File: config.mk
export PLATFORM = sky130hd
export DESIGN_NAME = period_meter
export DESIGN_NICKNAME = d
export VERILOG_FILES = /design/src/rtl/period_meter.sv
export SDC_FILE = /design/constraint.sdc
export NUM_CORES = 1
export LEC_CHECK = 0
export ABC_AREA = 1
export CORE_ASPECT_RATIO = 1.1
export CORE_MARGIN = 2
export CORE_UTILIZATION = 59
export CTS_BUF_LIST = sky130_fd_sc_hd__clkbuf_8
export CTS_CLUSTER_SIZE = 24
export DETAILED_ROUTE_END_ITERATION = 12
export PLACE_DENSITY_LB_ADDON = 0.25
export SLEW_MARGIN = 40
export SYNTH_ARGS = -nofsm -noshare
export SYNTH_HDL_FRONTEND = slang
export SYNTH_SLANG_ARGS = --single-unit
File: constraint.sdc
create_clock -name CLKin -period 1.95 [get_ports CLKin]
set_input_delay 0.585 -clock CLKin [delete_from_list [all_inputs] [get_ports CLKin]]
set_output_delay 0.585 -clock CLKin [all_outputs]
set_load 0.05 [all_outputs]
File: src/rtl/period_meter.sv
// Period meter: counts CLKin cycles between rising edges of an asynchronous input.
// Single-shot or continuous; a timeout flags dead or too-slow inputs.
//
// state   | meaning
// IDLE    | waiting for start; edges ignored
// ARM     | waiting for the first rising edge of sig_in
// MEASURE | counting cycles until the next rising edge
module period_meter #(
  parameter int CNT_W       = 32,
  parameter int SYNC_STAGES = 2,
  parameter int TIMEOUT     = 50000000
) (
  input  logic             CLKin,
  input  logic             clr,
  input  logic             sig_in,
  input  logic             start,
  input  logic             cont,
  output logic [CNT_W-1:0] period,
  output logic             valid,
  output logic             overflow,
  output logic             busy
);

  typedef enum logic [1:0] {
    IDLE    = 2'd0,
    ARM     = 2'd1,
    MEASURE = 2'd2
  } state_t;

  localparam logic [CNT_W-1:0] TIMEOUT_C = CNT_W'(TIMEOUT);

  state_t                 state_q, state_d;
  logic [SYNC_STAGES-1:0] sync_q, sync_d;
  logic                   hist_q, hist_d;
  logic [CNT_W-1:0]       cnt_q, cnt_d;
  logic [CNT_W-1:0]       period_q, period_d;
  logic                   valid_q, valid_d;
  logic                   ovf_q, ovf_d;
  logic                   busy_q, busy_d;
  logic                   edge_p;

  // Shift sig_in through the synchronizer; the history flop gives a one-cycle rise pulse.
  assign sync_d = {sync_q[SYNC_STAGES-2:0], sig_in};
  assign hist_d = sync_q[SYNC_STAGES-1];
  assign edge_p = sync_q[SYNC_STAGES-1] & ~hist_q;

  always_comb begin
    state_d  = state_q;
    cnt_d    = cnt_q;
    period_d = period_q;
    ovf_d    = ovf_q;
    valid_d  = 1'b0;
    case (state_q)
      IDLE: begin
        if (start) begin
          state_d = ARM;
          cnt_d   = '0;
        end
      end
      ARM: begin
        if (edge_p) begin
          state_d = MEASURE;
          cnt_d   = CNT_W'(1);
        end else if (cnt_q == TIMEOUT_C) begin
          state_d  = IDLE;
          cnt_d    = '0;
          period_d = '0;
          ovf_d    = 1'b1;
          valid_d  = 1'b1;
        end else begin
          cnt_d = cnt_q + CNT_W'(1);
        end
      end
      MEASURE: begin
        // An edge on the timeout cycle still yields a normal result.
        if (edge_p) begin
          period_d = cnt_q;
          ovf_d    = 1'b0;
          valid_d  = 1'b1;
          if (cont) begin
            cnt_d = CNT_W'(1);
          end else begin
            state_d = IDLE;
            cnt_d   = '0;
          end
        end else if (cnt_q == TIMEOUT_C) begin
          state_d  = IDLE;
          cnt_d    = '0;
          period_d = '0;
          ovf_d    = 1'b1;
          valid_d  = 1'b1;
        end else begin
          cnt_d = cnt_q + CNT_W'(1);
        end
      end
      default: begin
        state_d = IDLE;
        cnt_d   = '0;
      end
    endcase
    busy_d = (state_d == ARM) || (state_d == MEASURE);
  end

  always_ff @(posedge CLKin or negedge clr) begin
    if (!clr) begin
      state_q  <= IDLE;
      sync_q   <= '0;
      hist_q   <= 1'b0;
      cnt_q    <= '0;
      period_q <= '0;
      valid_q  <= 1'b0;
      ovf_q    <= 1'b0;
      busy_q   <= 1'b0;
    end else begin
      state_q  <= state_d;
      sync_q   <= sync_d;
      hist_q   <= hist_d;
      cnt_q    <= cnt_d;
      period_q <= period_d;
      valid_q  <= valid_d;
      ovf_q    <= ovf_d;
      busy_q   <= busy_d;
    end
  end

  assign period   = period_q;
  assign valid    = valid_q;
  assign overflow = ovf_q;
  assign busy     = busy_q;

endmodule

==> impl_metrics.tcl, run 1 <==
set metrics [dict create \
    p_leak_nw 2.112 \
    ys_seq_elements 72 \
    postRouteAntennaNets 0 \
    cts-root-buf "clkbuf_8" \
    grt_max_degree 32 \
    startpoint "cnt_q[0]" \
    cpMaxStageDelayCell "dfrtp_1" \
    initial_utilization_pct 60.67 \
    relSlewSlack_pct 71.52 \
    setup_slack_ps 90.57 \
    power_density_nw_per_um2 1360 \
    combPwrFrac_pct 49.0 \
    seq_area_frac_synth_pct 48.24 \
    hold_buffers 0 \
    core_area_um2 6156 \
    cts_tree "built" \
    drt-initial-drc-count 181 \
    multi_input_area_um2 1722 \
    crit_chain "inv_1 -> ha_1 -> nand2_1 -> nor2_1 -> nand2_1 -> nor2_4 -> nand2_2 -> nand3_2 -> nand2_4 -> clkinv_2 -> buf_12 -> nor2_1" \
    ys_top_cells_by_area "dfrtp_1 (48%), nor2_1 (9.9%), nand2_1 (7.5%)" \
    viasPerCell 5.331 \
    numPortBuffers 39 \
    drv_cap 0 \
    max_freq_ghz 0.5378 \
    slowest_delay_ps 380 \
    netlist_area_um2 3735 \
    synth_top_area_share_pct 48.24 \
    vias 3321 \
    track_usage_pct 28.75 \
    cts_sinks 72 \
    crit_required_ps 2190 \
    cts_buffers 9 \
    regToRegStartpoint "cnt_q[0]" \
    areaGrowthSynthToFinish_pct 22.34 \
    yosysTopAreaCell "dfrtp_1" \
    hold_ws_ps 160.1 \
    syn_avg_cell_area_um2 7.946 \
    drive_above_1_share_pct 21.92 \
    slew_violations 0 \
    tightest_slew_ps 427.1 \
    outcome "completed" \
    finalWirelength_um 9047 \
    grt_first_pass_wirelength_um 15480 \
    setup_viol 0 \
    post-route-period-util_pct 95.36 \
    yosys_warnings 0 \
    synthCells 470 \
    route.detailed.drc 0 \
    worstSkewPairLatency_ps 350 \
    synth_cell_types 30 \
    htreeDepth 3 \
    final_hold_viol_count 0 \
    register_area_um2 1802 \
    switching_share_pct 45.35 \
    rows 30 \
    crit_path_max_fanout 10 \
    post-place-ws_ps -221.5 \
    gp_congestion 0.9364 \
    critical_path_class "flop to flop" \
    nets 550 \
    antenna_cells 0 \
    die_y_um 87.45 \
    dieArea_um2 6983 \
    wire_per_inst_um 14.52 \
    first_pass_iters 4 \
    die_x_um 79.86 \
    fin_skew_ps 10.41 \
    fillers 490 \
    p_switching_w 0.002817 \
    first_global_vias 3293 \
    arrival_ps 2100 \
    period_needed_ps 1859 \
    cts_max_path_buffers 2 \
    ioPinCount 40 \
    detailed_place_hpwl_um 6745 \
    intPower_w 0.003396 \
    seqPwrFrac_pct 32.6 \
    antenna_found_initial 0 \
    layout_common_cells "nor2_1 (97), nand2_1 (72), dfrtp_1 (72)" \
    crit_path_start_kind "flop" \
    hold_path_class "input pin to asynchronous set/reset pin" \
    grt-ovfl-total 0 \
    end_kind "flop" \
    ir_drop_v 0.0008895 \
    syn_nets 481 \
    mostFrequentLayoutCell "nor2_1" \
    pwr-share-clk_pct 18.4 \
    clkSlewWorstSetupHoldPaths_ps 70 \
]
[final cells by class]
type | instances | share of cell area [%]
repair buffers | 72 | 12.76
multi-input cells | 338 | 37.68
clock inverters | 5 | 1.068
well taps | 80 | 2.191
inverters | 46 | 3.861
clock buffers | 10 | 3.012
flip-flops and latches | 72 | 39.43
[registers in the layout, summed over array words and instances, names as in the netlist]
signal	flops
period	32
busy	1
hist_q	1
valid	1
sync_q	2
overflow	1
state_q	2
cnt_q	32
[cells by family (layout without fill, tap and decap cells)]
| kind of cell | count (synthesis) | after routing | share of synthesized area [%] |
|---|---|---|---|
| compound gates | 85 | 85 | 11.76 |
| fa+ha+maj | 6 | 6 | 2.010 |
| simple gates | 231 | 231 | 27.57 |
| buf+inv | 60 | 133 | 6.666 |
| xor+xnor | 16 | 16 | 3.752 |
| flops | 72 | 72 | 48.24 |
[timing repair]
action | CTS | global route
resized for setup | 0 | 13
buffers inserted | 0 | 3
setup endpoints to repair | 0 | 34
[Yosys cell counts]
cell	n
nor2_1	99
nand2_1	75
dfrtp_1	72
o21ai_0	42
inv_1	41
a21oi_1	38
nand3_1	21
xor2_1	16
nor3_1	11
buf_2	6
clkbuf_1	6
ha_1	6
nor2_2	5
inv_2	4
nand2_2	4
nand4_1	3
nor2_4	3
nor3_4	3
buf_6	2
nand3_2	2
nor3b_1	2
a221oi_1	1
a31o_2	1
and3_1	1
clkinv_2	1
nand2_4	1
o211ai_1	1
o21bai_1	1
o22ai_1	1
or2_2	1
[metrics by stage]
stage	instance area, µm²	std cells	power (W)	setup TNS (ps)	utilization (%)
2_1_floorplan	3735	470	0.004048	0	-
3_5_place_dp	4324	605	0.005062	-2784	70.24
3_3_place_gp	4324	605	0.004991	-2040	70.24
5_1_grt	4569	623	0.006525	-587.2	74.23
6_report	4569	623	0.006213	0	74.23
4_1_cts	4511	620	0.006205	0	73.27
[final timing paths]
kind,depth (start not counted),slack [ps],endpoint
setup / recovery,12,90,cnt_q[14]
hold / removal,1,160,sync_q[1]
setup reg to reg,12,90,cnt_q[14]
min in group CLKin,0,360,sync_q[1]
max in group asynchronous,2,1280,cnt_q[22]
hold reg to reg,0,360,sync_q[1]
[power groups by stage]
stage / Combinational (W) / Sequential [W] / Clock (W)
2_1_floorplan: 0.000903 / 0.00314 / 0
3_3_place_gp: 0.00295 / 0.00204 / 0
3_5_place_dp: 0.00300 / 0.00206 / 0
4_1_cts: 0.00302 / 0.00203 / 0.00116
5_1_grt: 0.00325 / 0.00207 / 0.00121
6_report: 0.00304 / 0.00203 / 0.00114
[layer usage]
| layer | GRT usage, % | share of wire (%) | vias to the layer above |
|---|---|---|---|
| met2 | 48.59 | 50 | 79 |
| li1 | - | - | 1655 |
| met1 | 36.16 | 44 | 1562 |
| met5 | 0 | 0 | - |
| met3 | 4.876 | 3.6 | 25 |
| met4 | 13.10 | 2.6 | 0 |
[worst max-delay path, delay by kind of cell, from the launching register on]
kind / cells / cell delay, ps
simple gates: 8 / 780
fa+ha+maj: 1 / 200
flops: 1 / 380
buf+inv: 3 / 380
Note: power is estimated with default switching activity, not from simulation.
==> run 2, diff against run 1 <==
--- a/config.mk
+++ b/config.mk
@@ -6,6 +6,7 @@
 export NUM_CORES = 1
 export LEC_CHECK = 0
 export ABC_AREA = 1
+export CAP_MARGIN = 20
 export CORE_ASPECT_RATIO = 1.1
 export CORE_MARGIN = 2
 export CORE_UTILIZATION = 59
==> results of run 2 <==
The final DEF is identical to that of run 1; final timing and power are the same.
==> run 3, diff against run 2 <==
--- a/config.mk
+++ b/config.mk
@@ -13,6 +13,7 @@
 export CTS_BUF_LIST = sky130_fd_sc_hd__clkbuf_8
 export CTS_CLUSTER_SIZE = 24
 export DETAILED_ROUTE_END_ITERATION = 12
+export HOLD_SLACK_MARGIN = 0.08
 export PLACE_DENSITY_LB_ADDON = 0.25
 export SLEW_MARGIN = 40
 export SYNTH_ARGS = -nofsm -noshare
==> results of run 3 <==
The final DEF is identical to that of run 1; final timing and power are the same.
